==> config.mk <==
export PLATFORM = sky130hd
export DESIGN_NAME = fpu_addsub_sequencer
export DESIGN_NICKNAME = d
export VERILOG_FILES = /design/src/rtl/fpu_pkg.sv /design/src/rtl/fpu_addsub_sequencer.sv
export SDC_FILE = /design/constraint.sdc
export NUM_CORES = 1
export LEC_CHECK = 0
export CAP_MARGIN = 20
export CORE_AREA = 2 2 193 195
export DETAILED_ROUTE_END_ITERATION = 10
export DIE_AREA = 0 0 195 197
export PLACE_DENSITY = 0.66
export SETUP_SLACK_MARGIN = 0.3
export SLEW_MARGIN = 20
export SYNTH_ARGS = -nofsm -noshare
export SYNTH_HDL_FRONTEND = slang
export SYNTH_SLANG_ARGS = --single-unit
==> constraint.sdc <==
create_clock -name clk -period 2.7 [get_ports clk]
set_clock_uncertainty 0.15 [all_clocks]
set_input_delay 0.675 -clock clk [delete_from_list [all_inputs] [get_ports clk]]
set_output_delay 0.675 -clock clk [all_outputs]
set_load 0.05 [all_outputs]
==> src/rtl/fpu_pkg.sv <==
// Shared definitions for the FPU add/sub/compare sequencing logic:
// opcode encodings, condition-code patterns and operand classification.
package fpu_pkg;

    localparam int FP_W = 80;

    typedef enum logic [2:0] {
        OP_ADD  = 3'd0,
        OP_SUB  = 3'd1,
        OP_SUBR = 3'd2,
        OP_COM  = 3'd3,
        OP_COMP = 3'd4,
        OP_TST  = 3'd5
    } op_e;

    // {C3,C2,C0}
    localparam logic [2:0] CC_GT    = 3'b000;
    localparam logic [2:0] CC_LT    = 3'b001;
    localparam logic [2:0] CC_EQ    = 3'b100;
    localparam logic [2:0] CC_UNORD = 3'b111;

    localparam logic [14:0] EXP_ONES = 15'h7FFF;

    // The explicit integer bit (mantissa[63]) plays no part in NaN detection.
    function automatic logic is_nan(
        input logic [14:0] e,
        input logic [62:0] f
    );
        return (e == EXP_ONES) && (f != '0);
    endfunction

    function automatic logic is_zero(input logic [78:0] m);
        return m == '0;
    endfunction

endpackage

==> src/rtl/fpu_addsub_sequencer.sv <==
// Drives one op through the 80-bit add/sub/compare unit and
// turns its raw sum or magnitude flags into a microcode response.
module fpu_addsub_sequencer
    import fpu_pkg::*;
#(
    parameter int WIDTH        = 80,
    parameter int UNIT_LATENCY = 1
) (
    input  logic             clk,
    input  logic             reset,
    input  logic             flush,
    input  logic             req_valid,
    output logic             req_ready,
    input  logic [2:0]       req_op,
    input  logic [WIDTH-1:0] req_a,
    input  logic [WIDTH-1:0] req_b,
    output logic [WIDTH-1:0] unit_a,
    output logic [WIDTH-1:0] unit_b,
    output logic             unit_invert_b,
    input  logic [WIDTH-1:0] unit_result,
    input  logic             unit_eq,
    input  logic             unit_lt,
    input  logic             unit_gt,
    output logic             resp_valid,
    input  logic             resp_ready,
    output logic [WIDTH-1:0] resp_result,
    output logic [2:0]       resp_cc,
    output logic             resp_pop,
    output logic             resp_err,
    output logic             busy
);

    localparam int CW = $clog2(UNIT_LATENCY + 1);

    typedef enum logic [1:0] {
        S_IDLE,
        S_WAIT,
        S_CAPT,
        S_RESP
    } state_e;

    state_e           state_q, state_d;
    logic [CW-1:0]    cnt_q, cnt_d;
    op_e              op_q, op_d;
    logic             nan_q, nan_d;
    logic             zero_q, zero_d;
    logic             neg_q, neg_d;
    logic [WIDTH-1:0] unit_a_q, unit_a_d;
    logic [WIDTH-1:0] unit_b_q, unit_b_d;
    logic             inv_q, inv_d;
    logic             req_ready_q, req_ready_d;
    logic             busy_q, busy_d;
    logic             resp_valid_q, resp_valid_d;
    logic [WIDTH-1:0] resp_result_q, resp_result_d;
    logic [2:0]       resp_cc_q, resp_cc_d;
    logic             resp_pop_q, resp_pop_d;
    logic             resp_err_q, resp_err_d;

    logic [WIDTH-1:0] map_x, map_y;
    logic             map_inv, map_ill;
    logic             is_arith, a_below;

    always_comb begin
        map_x   = req_a;
        map_y   = req_b;
        map_inv = 1'b0;
        map_ill = 1'b0;
        case (req_op)
            OP_ADD:  ;
            OP_SUB:  map_inv = 1'b1;
            OP_SUBR: begin
                map_x   = req_b;
                map_y   = req_a;
                map_inv = 1'b1;
            end
            OP_COM, OP_COMP: ;
            OP_TST:  map_y = '0;
            default: map_ill = 1'b1;
        endcase
    end

    always_comb begin
        is_arith = (op_q == OP_ADD) || (op_q == OP_SUB) ||
                   (op_q == OP_SUBR);
        // The unit orders magnitudes; two negatives reverse the order.
        a_below  = neg_q ? unit_gt : unit_lt;
    end

    always_comb begin
        state_d       = state_q;
        cnt_d         = cnt_q;
        op_d          = op_q;
        nan_d         = nan_q;
        zero_d        = zero_q;
        neg_d         = neg_q;
        unit_a_d      = unit_a_q;
        unit_b_d      = unit_b_q;
        inv_d         = inv_q;
        req_ready_d   = req_ready_q;
        busy_d        = busy_q;
        resp_valid_d  = resp_valid_q;
        resp_result_d = resp_result_q;
        resp_cc_d     = resp_cc_q;
        resp_pop_d    = resp_pop_q;
        resp_err_d    = resp_err_q;
        unique case (state_q)
            S_IDLE: if (req_valid && req_ready_q) begin
                req_ready_d = 1'b0;
                busy_d      = 1'b1;
                if (map_ill) begin
                    state_d       = S_RESP;
                    resp_valid_d  = 1'b1;
                    resp_err_d    = 1'b1;
                    resp_cc_d     = CC_GT;
                    resp_result_d = '0;
                    resp_pop_d    = 1'b0;
                end else begin
                    state_d  = S_WAIT;
                    cnt_d    = CW'(UNIT_LATENCY);
                    op_d     = op_e'(req_op);
                    unit_a_d = map_x;
                    unit_b_d = map_y;
                    inv_d    = map_inv;
                    nan_d    = is_nan(map_x[78:64], map_x[62:0]) ||
                               is_nan(map_y[78:64], map_y[62:0]);
                    zero_d   = is_zero(map_x[78:0]) &&
                               is_zero(map_y[78:0]);
                    neg_d    = map_x[79] && map_y[79];
                end
            end
            S_WAIT: begin
                cnt_d = cnt_q - CW'(1);
                if (cnt_q == CW'(1)) state_d = S_CAPT;
            end
            S_CAPT: begin
                state_d      = S_RESP;
                resp_valid_d = 1'b1;
                resp_err_d   = 1'b0;
                resp_pop_d   = (op_q == OP_COMP);
                if (is_arith) begin
                    resp_result_d = unit_result;
                    resp_cc_d     = CC_GT;
                end else begin
                    resp_result_d = '0;
                    if (nan_q)        resp_cc_d = CC_UNORD;
                    else if (zero_q)  resp_cc_d = CC_EQ;
                    else if (unit_eq) resp_cc_d = CC_EQ;
                    else if (a_below) resp_cc_d = CC_LT;
                    else              resp_cc_d = CC_GT;
                end
            end
            S_RESP: if (resp_ready) begin
                state_d      = S_IDLE;
                resp_valid_d = 1'b0;
                req_ready_d  = 1'b1;
                busy_d       = 1'b0;
            end
        endcase
    end

    always_ff @(posedge clk) begin
        if (reset || flush) begin
            state_q       <= S_IDLE;
            cnt_q         <= '0;
            op_q          <= OP_ADD;
            nan_q         <= 1'b0;
            zero_q        <= 1'b0;
            neg_q         <= 1'b0;
            unit_a_q      <= '0;
            unit_b_q      <= '0;
            inv_q         <= 1'b0;
            req_ready_q   <= 1'b1;
            busy_q        <= 1'b0;
            resp_valid_q  <= 1'b0;
            resp_result_q <= '0;
            resp_cc_q     <= '0;
            resp_pop_q    <= 1'b0;
            resp_err_q    <= 1'b0;
        end else begin
            state_q       <= state_d;
            cnt_q         <= cnt_d;
            op_q          <= op_d;
            nan_q         <= nan_d;
            zero_q        <= zero_d;
            neg_q         <= neg_d;
            unit_a_q      <= unit_a_d;
            unit_b_q      <= unit_b_d;
            inv_q         <= inv_d;
            req_ready_q   <= req_ready_d;
            busy_q        <= busy_d;
            resp_valid_q  <= resp_valid_d;
            resp_result_q <= resp_result_d;
            resp_cc_q     <= resp_cc_d;
            resp_pop_q    <= resp_pop_d;
            resp_err_q    <= resp_err_d;
        end
    end

    assign req_ready     = req_ready_q;
    assign busy          = busy_q;
    assign unit_a        = unit_a_q;
    assign unit_b        = unit_b_q;
    assign unit_invert_b = inv_q;
    assign resp_valid    = resp_valid_q;
    assign resp_result   = resp_result_q;
    assign resp_cc       = resp_cc_q;
    assign resp_pop      = resp_pop_q;
    assign resp_err      = resp_err_q;

endmodule
; ---- Word level (Yosys, flattened, before mapping)
; Index checks and enable logic that the tools add are counted.
[word_totals]
output_inout_bits = 249
regBits = 258
wordCells = 100
[classes]
n_addsub = 1
eq_ne = 18
reduce_logical = 28
muxes = 37
[ops]
columns = cell, count
row1 = $mux W80, 4
row2 = $pmux W80 S2, 2
row3 = $logic_not A79 Y1, 2
row4 = $reduce_bool A63 Y1, 2
row5 = $eq A15 B15 Y1 const B, 2
row6 = $mux W3, 6
row7 = $reduce_and A3 Y1, 5
row8 = $mux W1, 13
row9 = $ne A2 B2 Y1 const B, 5
row10 = $pmux W1 S2, 5
row11 = $eq A3 B2 Y1 const B, 3
row12 = $eq A3 B3 Y1 const B, 3
row13 = $mux W2, 4
row14 = $pmux W2 S4, 1
row15 = $eq A3 B1 Y1 const B, 2
row16 = $logic_not A3 Y1, 2
row17 = $pmux W3 S2, 1
row18 = $reduce_bool A2 Y1, 3
row19 = $reduce_or A6 Y1, 1
row20 = $logic_and A1 B1 Y1, 5
row21 = $eq A2 B2 Y1 const B, 2
row22 = $logic_or A1 B1 Y1, 4
row23 = $reduce_and A4 Y1, 1
row24 = $pmux W1 S3, 1
row25 = other kinds (5), 5

; ---- Longest topological paths before layout
; Gate-level depths: netlist (run 1).
[logic_depth]
depth_word = 7
depth_mapped = 10
depth_no_buf = 8

; ---- Worst setup path after synthesis (run 1)
; Ideal clock, no wire load.
[synth_timing]
path_kind = input port to flip-flop
from = input port req_op[2]
to = register nan_q
t_arrival_ns = 2.379
setup_ns = 0.136
path_stages = 10
required_ns = 2.414
n_path_buf = 3
slack_ns = 0.035
cell_sequence = or3b_1 buf_2 buf_2 buf_2 o22ai_1 a21oi_1 nor4_1 nand3_1 nor4_2 o221ai_1
[synth_via]
elab_chain_len = 5
word_cells_on_any_way = 17
[synth_rtl]
columns = element, line
row1 = "start, declared", fpu_addsub_sequencer.sv:14  ; input logic [2:0] req_op,
row2 = $eq A3 B3 Y1 / $eq A3 B2 Y1 (equally long branches), fpu_addsub_sequencer.sv:68  ; case (req_op)
row3 = $pmux W80 S2 / $mux W80 (equally long branches), fpu_addsub_sequencer.sv:68
row4 = $reduce_bool A63 Y1 / $eq A15 B15 Y1 (equally long branches), fpu_pkg.sv:29  ; return (e == EXP_ONES) && (f != '0);
row5 = $logic_and A1 B1 Y1, fpu_pkg.sv:29
row6 = $logic_or A1 B1 Y1, fpu_addsub_sequencer.sv:124  ; nan_d = is_nan(map_x[78:64], map_x[62:0]) ||
row7 = "end signal, assigned", fpu_addsub_sequencer.sv:183  ; nan_q <= nan_d;
row8 = "end, declared", fpu_addsub_sequencer.sv:45  ; logic nan_q, nan_d;
; Several ways; a longest one is shown, not always the timed one.
; A chain may end at the register's enable or synchronous reset.

; ---- Final worst setup path (run 1)
[layout_timing]
from = input port req_op[0]
to = register nan_q
; The elaborated chain is that of the path after synthesis.

==> results.py, run 1 <==
metrics = {
    "clock_network": {
        "hold_buffers": 0,
        "cts-buffers-inserted": 30,
        "cts_sinks": 258,
        "root_buffer": "clkbuf_16",
        "clkSlewWorstSetupHoldPaths_ns": 0.06,
        "clk-insertion-delay-late_ns": 0.58,
        "clk_path_buf_depth": 3,
        "cts_tree": "built",
        "h-tree-depth": 1,
    },
    "global_route": {
        "antenna_found_initial": 8,
        "overflow": 0,
        "grt_pass1_vias": 15000,
        "grt_usage": 0.303,
        "grt_pass1_wl_um": 89700,
        "grt_max_degree": 145,
    },
    "worst_setup_path": {
        "startpoint": "req_op[0]",
        "cp-end-kind": "flop",
        "critical_path_required_ns": 3.01,
        "regToRegEndpoint": "resp_result[63]",
        "cp-endpoint": "nan_q",
        "cp_data_arrival_time_ns": 3.01,
        "timing_worst_setup_path_type": "input pin to flop",
        "crit_path_top_delay_cell": "or3b_4",
        "rr_startpoint": "state_q[0]",
        "cpMostUsedCell": "buf_12",
        "critPathMaxStageDelay_ns": 0.49,
        "crit_fanout": 8,
        "worstRegToRegCells": 9,
        "path_cells": "buf_8 -> or3b_4 -> buf_12 -> buf_12 -> o22ai_1 -> a21oi_1 -> nor4_1 -> nand4_1 -> nor4_2 -> buf_4 -> o221ai_1",
        "cp-start-kind": "input pin",
        "r2r_setup_slack_ns": 0.52,
    },
    "pwr": {
        "p_clk_frac": 0.381,
        "power_frac_comb": 0.255,
        "seqPwrFrac": 0.364,
        "ir_drop_mv": 0.524,
        "p_leak_nw": 8.96,
        "internal_power_mw": 7.55,
        "power_density_nw_per_um2": 526,
        "swShare": 0.315,
        "p_sw_mw": 3.47,
    },
    "finish": {
        "syn2layout_area_growth_pct": 78.9,
        "fin_util": 0.578,
        "layout_common_cells": "458 x nand2_1, 283 x buf_4, 258 x dfxtp_1, 238 x clkdlybuf4s50_1, 238 x dlygate4sd2_1",
        "drive_gt1_frac": 0.209,
        "fin_area_um2": 20900,
        "final_common_cell": "nand2_1",
        "final_nets": 2558,
    },
    "synthesis": {
        "synthesis.instances": 1594,
        "synth_largest_area_cell": "dfxtp_1",
        "ys_seq_area_frac": 0.441,
        "async_reset_ff_frac": 0,
        "synth_enable_flop_cells": 0,
        "ys_types": 46,
        "synth.area.top_cells": "dfxtp_1 44%, nand2_1 15%, a21oi_1 9.8%, a311oi_1 6.1%, clkbuf_1 3.8%",
        "netlist.area_leader.share": 0.441,
        "synthesis.nets": 1850,
        "syn_area_um2": 11700,
        "syn_avg_cell_area_um2": 7.34,
        "synth_top_flop_cell": "dfxtp_1",
        "ys_warn_count": 0,
        "synth_seq_cells": 258,
    },
    "timing": {
        "rsz0062_at_grt": "true",
        "relSlewSlack": 0.535,
        "min_period_ns": 2.70,
        "layout_setup_ws_ns": -0.00109,
        "max_freq_mhz": 370,
        "final_hold_viol_count": 0,
        "slew_violations": 0,
        "worstMarginPinSlew_ns": 0.697,
        "setup_viol": 1,
        "tns_ns": -0.00109,
        "min_period_over_period": 1.00,
    },
    "status": {
        "status": "complete, but fails checks",
        "violations": "negative setup slack",
    },
    "route": {
        "drcViolationCount": 0,
        "vias": 15100,
        "avgViaCountPerCell": 5.40,
        "avgRoutedWirePerCell_um": 21.8,
        "drt-total-wl_um": 61100,
        "drt_iter0_drc": 889,
        "firstDrtPassIters": 5,
        "ant_nets": 0,
    },
    "job": {
        "maxCapViolations": 0,
    },
    "floorplanning": {
        "die_w_um": 195,
        "io_pins": 500,
        "core_um2": 36300,
        "start_util": 0.323,
        "dieArea_um2": 38400,
        "die_h_um": 197,
        "rows": 70,
    },
    "placed_design": {
        "dp_slack_ns": -1.18,
        "io_buffers": 499,
        "place.gp.congestion": 0.955,
        "postPlaceCellArea_um2": 19100,
        "dpl.hpwl_um": 46000,
    },
    "hold_path": {
        "holdCritPathClass": "flop to flop",
    },
}
## worst min path at each step
stage,start,to,slack (ns),depth (start not counted)
after floorplan,cnt_q,cnt_q,0.27,1
after global placement,cnt_q,cnt_q,0.28,1
after detailed placement,resp_result[68],resp_result[68],0.29,2
after CTS,resp_result[68],resp_result[68],0.30,2
after global routing,resp_result[70],resp_result[70],0.31,2
final,resp_result[68],resp_result[68],0.30,2
## power groups by stage
stage	Clock [mW]	Combinational, mW	Sequential [mW]
final	4.20	2.81	4.00
after CTS	4.28	2.75	4.00
after global routing	4.41	2.97	4.01
after floorplan	0	0.828	4.46
after global placement	0	2.63	4.09
after detailed placement	0	2.64	4.09
## timing repair
action,in CTS,in global routing
setup endpoints to repair,243,9
buffers inserted,36,1
gates cloned,6,0
pin swaps,34,11
resized for setup,358,42
## worst max-delay path, delay by kind of cell
family / cells / cell delay (ns)
and+or+nand+nor: 4 / 1.38
buffers and inverters: 4 / 0.61
AOI/OAI and AO/OA: 3 / 0.32
## Yosys cell counts, types with 7 or more instances
cell / n
a21oi_1: 230
nand2_1: 461
o22ai_1: 68
a311oi_1: 81
a211oi_1: 8
nor3_1: 17
a221oi_1: 7
buf_1: 13
nand3_1: 83
buf_2: 12
nand4_1: 22
nor4_1: 50
dfxtp_1: 258
or4_1: 7
nor2_1: 102
clkbuf_1: 118
## flip-flops by register name, summed over array words and instances, names as in the netlist
signal,cells
op_q,3
resp_err,1
unit_a,80
zero_q,1
resp_result,80
req_ready,1
resp_cc,3
resp_valid,1
state_q,2
nan_q,1
resp_pop,1
unit_b,80
neg_q,1
busy,1
cnt_q,1
unit_invert_b,1
## per-stage QoR
stage	total power [mW]	cells	hold slack (ns)
after global placement	6.71	2695	0.278
after global routing	11.4	2797	0.312
after floorplan	5.29	1594	0.266
final	11.0	2798	0.297
after detailed placement	6.73	2695	0.292
after CTS	11.0	2792	0.298
## logic make-up after synthesis
family	share of synthesized area
buf+inv	0.0503
mux	0.000855
fa+ha+maj	0.00534
compound gates	0.223
flops	0.441
simple gates	0.279
## layout make-up
class | count | area [um^2]
Inverter | 4 | 15.0
Clock buffer | 37 | 817
Fill cell | 3386 | 15300
Sequential cell | 258 | 5160
Timing Repair Buffer | 820 | 7560
Clock inverter | 18 | 210
Antenna cell | 5 | 12.5
Tap cell | 468 | 586
Multi-Input combinational cell | 1188 | 6580
## layer usage
layer	track usage	wire [um]
met3	0.0748	5010
met2	0.555	30900
met1	0.337	22800
met4	0.120	2370
met5	0	40
Power figures use the tool's default switching activity.
==> run 2: changes to the inputs <==
CORE_AREA = default   (was 2 2 193 195)
CORE_MARGIN = 10   (was default)
CORE_UTILIZATION = 39   (was default)
DIE_AREA = default   (was 0 0 195 197)
PLACE_DENSITY = 0.78   (was 0.66)
==> run 2 against run 1 <==
Net effect: power grew 1.1%; critical path depth grew 2; critical path type unchanged; the flow still finishes with violations (negative setup slack); sequential cell count is the same.
==> results.py, run 2 (synthesis results as in run 1) <==
metrics = {
    "status": {
        "status": "complete, but fails checks",
        "violations": "negative setup slack",
    },
    "route": {
        "avgViaCountPerCell": 5.76,
        "drt_iter0_drc": 1260,
        "firstDrtPassIters": 8,
        "vias": 15500,
        "drt-total-wl_um": 62400,
        "avgRoutedWirePerCell_um": 23.1,
        "ant_nets": 0,
        "drcViolationCount": 0,
    },
    "finish": {
        "final_nets": 2538,
        "syn2layout_area_growth_pct": 75.8,
        "final_common_cell": "nand2_1",
        "layout_common_cells": "460 x nand2_1, 285 x buf_4, 258 x dfxtp_1, 245 x clkdlybuf4s50_1, 226 x dlygate4sd2_1",
        "fin_area_um2": 20600,
        "drive_gt1_frac": 0.195,
    },
    "timing": {
        "hold_slack_ns": 0.298,
        "max_freq_mhz": 363,
        "layout_setup_ws_ns": -0.0549,
        "final_hold_viol_count": 0,
        "min_period_over_period": 1.02,
        "setup_viol": 2,
        "rsz0062_at_grt": "true",
        "min_period_ns": 2.75,
        "worstMarginPinSlew_ns": 0.625,
        "relSlewSlack": 0.585,
        "slew_violations": 0,
    },
    "pwr": {
        "p_sw_mw": 3.36,
        "seqPwrFrac": 0.359,
        "power_density_nw_per_um2": 541,
        "swShare": 0.302,
        "p_leak_nw": 8.83,
        "ir_drop_mv": 0.529,
        "p_clk_frac": 0.394,
        "power_frac_comb": 0.247,
        "internal_power_mw": 7.77,
    },
    "worst_setup_path": {
        "r2r_setup_slack_ns": 0.49,
        "rr_startpoint": "state_q[0]",
        "cp_data_arrival_time_ns": 3.04,
        "crit_fanout": 6,
        "regToRegEndpoint": "resp_result[1]",
        "cp-end-kind": "flop",
        "critical_path_required_ns": 2.98,
        "worstRegToRegCells": 9,
        "timing_worst_setup_path_type": "input pin to flop",
        "cp-start-kind": "input pin",
    },
    "global_route": {
        "grt_max_degree": 94,
        "grt_usage": 0.308,
        "overflow": 0,
        "antenna_found_initial": 6,
        "grt_pass1_vias": 15200,
        "grt_pass1_wl_um": 92600,
    },
    "clock_network": {
        "cts_tree": "built",
        "root_buffer": "clkbuf_16",
        "clk_path_buf_depth": 3,
        "cts_sinks": 258,
        "clk-insertion-delay-late_ns": 0.57,
        "cts-buffers-inserted": 29,
        "h-tree-depth": 1,
        "clkSlewWorstSetupHoldPaths_ns": 0.06,
    },
    "floorplanning": {
        "core_um2": 29600,
        "io_pins": 500,
        "dieArea_um2": 37300,
        "start_util": 0.395,
        "die_w_um": 193,
        "die_h_um": 193,
        "rows": 63,
    },
    "placed_design": {
        "dpl.hpwl_um": 47700,
        "place.gp.congestion": 0.966,
        "postPlaceCellArea_um2": 18900,
        "dp_slack_ns": -1.05,
        "io_buffers": 499,
    },
    "hold_path": {
        "holdCritPathClass": "flop to flop",
        "hp-start": "resp_result[52]",
        "worstHoldPathCells": 2,
        "whs_endpoint": "resp_result[52]",
    },
    "job": {
        "maxCapViolations": 0,
    },
}
run 2: cell count changes in the layout (fill, tap and decap cells not counted), moves of 4 or more:
| cell | delta |
|---|---|
| a21oi_1 | +7 |
| a21oi_2 | -10 |
| buf_6 | -13 |
| clkdlybuf4s50_1 | +7 |
| clkinvlp_4 | -4 |
| dlygate4sd2_1 | -12 |
| nor4_1 | +6 |
| o22ai_1 | +4 |
| o22ai_2 | -5 |
run 2: routing by layer:
layer | vias up | track usage | wire (um)
met3 | 190 | 0.100 | 6670
met4 | 2 | 0.121 | 2970
li1 | 7068 | - | -
met2 | 937 | 0.548 | 30900
met5 | - | 0 | 17
met1 | 7346 | 0.329 | 21900
run 2: through the flow:
stage	total power [mW]	TNS, ns	util	std cells
finish	11.1	-0.0961	0.695	2698
global route	11.5	-0.245	0.695	2698
CTS	11.1	0	0.686	2689
detailed placement	6.70	-35.17	0.639	2615
global placement	6.68	-28.96	0.639	2615
floorplan	5.29	0	-	1594
run 2: power groups by stage:
stage	Sequential (mW)	Combinational [mW]	Clock [mW]
after floorplan	4.46	0.828	0
after global placement	4.08	2.60	0
after detailed placement	4.08	2.62	0
after CTS	4.00	2.67	4.41
after global routing	4.01	2.91	4.56
final	4.00	2.75	4.39
run 2: final cells by class:
type,instances,area (um^2)
repair buffers,802,7370
flip-flops and latches,258,5160
diodes,5,12.5
well taps,390,488
inverters,4,15.0
multi-input cells,1187,6470
clock inverters,14,241
fillers,2476,9050
clock buffers,38,820
run 2: how the worst max path moves through the flow:
stage,endpoint,startpoint
after CTS,nan_q,req_op[0]
after floorplan,nan_q,req_op[1]
after global placement,nan_q,req_op[0]
after global routing,nan_q,req_op[2]
after detailed placement,nan_q,req_op[0]
final,nan_q,req_op[2]
run 2: repair_timing:
item / 4_1_cts / 5_1_grt
resized for setup: 307 / 39
hold buffers: 0 / 0
pin swaps: 21 / 15
cloned: 4 / 0
hold endpoints to repair: 0 / 0
setup endpoints to repair: 308 / 9
setup buffers: 18 / 4
run 2: worst max-delay path, cell delays in order:
cell and delay [ns]:
buf_8 0.10, or3b_4 0.43, buf_6 0.14, buf_8 0.13
buf_8 0.14, buf_4 0.14, o22ai_2 0.12, a21oi_1 0.10
nor4_2 0.31, nand3_1 0.19, nor4_4 0.31, buf_4 0.16
o221ai_2 0.08
==> run 3: changes to the inputs <==
GPL_TIMING_DRIVEN = 0   (was default)
==> run 3 against run 2 <==
Net effect: the run still ends with negative setup slack left; routed wire length up 6.5%; sequential power about the same; worst setup slack got worse by 0.031 ns; critical path type unchanged; largest cell class is now multi-input combinational cells.
==> results.py, run 3 (synthesis results as in run 1) <==
metrics = {
    "timing": {
        "min_period_over_period": 1.03,
        "rsz0062_at_grt": "true",
        "slew_violations": 0,
        "min_period_ns": 2.79,
        "layout_setup_ws_ns": -0.0859,
        "tns_ns": -0.125,
        "max_freq_mhz": 359,
        "final_hold_viol_count": 0,
        "worstMarginPinSlew_ns": 0.723,
        "hold_slack_ns": 0.277,
        "relSlewSlack": 0.518,
        "setup_viol": 2,
    },
    "worst_setup_path": {
        "cp-end-kind": "flop",
        "crit_path_top_delay_cell": "or3b_4",
        "cp_num_buf_inv": 4,
        "cp-start-kind": "input pin",
        "crit_fanout": 5,
        "timing_worst_setup_path_type": "input pin to flop",
        "path_cells": "buf_8 -> or3b_4 -> buf_8 -> buf_8 -> buf_12 -> o22ai_4 -> a21oi_4 -> nor4_4 -> nand4_1 -> nor4_4 -> o221ai_1",
        "critPathMaxStageDelay_ns": 0.42,
        "cp_data_arrival_time_ns": 3.06,
        "crit_family": "simple AND/OR/NAND/NOR gates",
        "critical_path_required_ns": 2.97,
        "cpMostUsedCell": "buf_8",
    },
    "global_route": {
        "grt_pass1_wl_um": 96200,
        "grt_max_degree": 15,
        "antenna_found_initial": 12,
        "grt_usage": 0.328,
        "overflow": 0,
        "grt_pass1_vias": 14900,
    },
    "hold_path": {
        "holdCritPathClass": "input pin to flop",
    },
    "pwr": {
        "power_density_nw_per_um2": 557,
        "p_leak_nw": 7.78,
        "ir_drop_mv": 0.527,
        "power_mw": 10.4,
    },
    "floorplanning": {
        "die_w_um": 193,
        "die_h_um": 193,
        "io_pins": 500,
        "core_um2": 29600,
        "rows": 63,
        "start_util": 0.395,
        "dieArea_um2": 37300,
    },
    "route": {
        "drcViolationCount": 0,
        "drt-total-wl_um": 66500,
        "ant_nets": 0,
        "avgViaCountPerCell": 6.03,
        "vias": 15400,
        "drt_iter0_drc": 1670,
        "firstDrtPassIters": 9,
        "avgRoutedWirePerCell_um": 26.0,
    },
    "job": {
        "maxCapViolations": 0,
    },
    "finish": {
        "final_common_cell": "nand2_1",
        "fin_util": 0.630,
        "layout_common_cells": "461 x nand2_1, 258 x dfxtp_1, 257 x dlygate4sd2_1, 235 x clkdlybuf4s50_1, 216 x a21oi_1",
        "fin_area_um2": 18700,
        "final_nets": 2397,
        "drive_gt1_frac": 0.103,
        "syn2layout_area_growth_pct": 59.5,
        "multiInputGateArea_um2": 6360,
        "seq_area_um2": 5160,
        "fillCellCount": 2686,
    },
    "placed_design": {
        "io_buffers": 499,
        "postPlaceCellArea_um2": 17200,
        "dpl.hpwl_um": 52200,
        "place.gp.congestion": 0.997,
    },
    "clock_network": {
        "cts-buffers-inserted": 27,
        "clkSlewWorstSetupHoldPaths_ns": 0.06,
        "clk_path_buf_depth": 3,
        "root_buffer": "clkbuf_16",
        "cts_tree": "built",
        "h-tree-depth": 1,
        "clk-insertion-delay-late_ns": 0.56,
        "cts_sinks": 258,
    },
    "status": {
        "violations": "negative setup slack",
        "status": "complete, but fails checks",
    },
}
[run 3: cell count changes in the layout (fill, tap and decap cells not counted), moves of 10 or more]
cell / delta
buf_2: +14
clkbuf_4: +13
buf_12: -23
o22ai_1: +10
clkbuf_1: +50
clkbuf_2: +47
clkdlybuf4s50_1: -10
buf_4: -265
dlygate4sd2_1: +31
[run 3: path summary, 6_finish.rpt]
kind                                       from         endpoint  slack [ns]  cells past startpoint
worst max-delay path                  req_op[2]            nan_q       -0.09                     11
worst min-delay path                  req_op[1]          op_q[1]        0.28                      3
worst max register to register       state_q[1]       unit_b[34]        0.26                      9
worst min register to register  resp_result[43]  resp_result[43]        0.30                      2
[run 3: routing by layer]
layer  routed length [um]  up-vias  global-route usage
met4                 3200       10               0.146
met2                31900     1152               0.561
met3                 8970      249               0.128
met5                   61        -                   0
li1                     -     6796                   -
met1                22300     7192               0.352
[run 3: worst min-delay path, stage by stage]
cell	delay, ns
buf_8	0.12
nand2_1	0.06
a21oi_1	0.05
[run 3: final cells by class]
class / count / share of cell area
inverters: 4 / 0.000804
multi-input cells: 1187 / 0.341
well taps: 390 / 0.0261
repair buffers: 518 / 0.262
diodes: 7 / 0.000938
flip-flops and latches: 258 / 0.277
clock inverters: 12 / 0.00878
plain buffers: 145 / 0.0443
clock buffers: 33 / 0.0401
[run 3: power by group]
group          total (mW)  switching, mW  internal (mW)
combinational        2.47           1.63          0.842
sequential           3.99         0.0676           3.93
clock                3.93           1.60           2.33
[run 3: repair_timing]
| action | CTS | global route |
|---|---|---|
| pin swaps | 27 | 9 |
| endpoints found under the setup margin | 505 | 251 |
| gates cloned | 4 | 0 |
| hold buffers | 0 | 0 |
| resized for setup | 420 | 81 |
| setup buffers | 13 | 2 |
| hold endpoints to repair | 0 | 0 |
[run 3: through the flow]
stage                     worst slack (ns)  cells
after floorplan                     0.0389   1594
after CTS                            0.141   2545
after global placement               -1.68   2483
final                              -0.0859   2554
after global routing               -0.0550   2554
after detailed placement             -1.70   2483
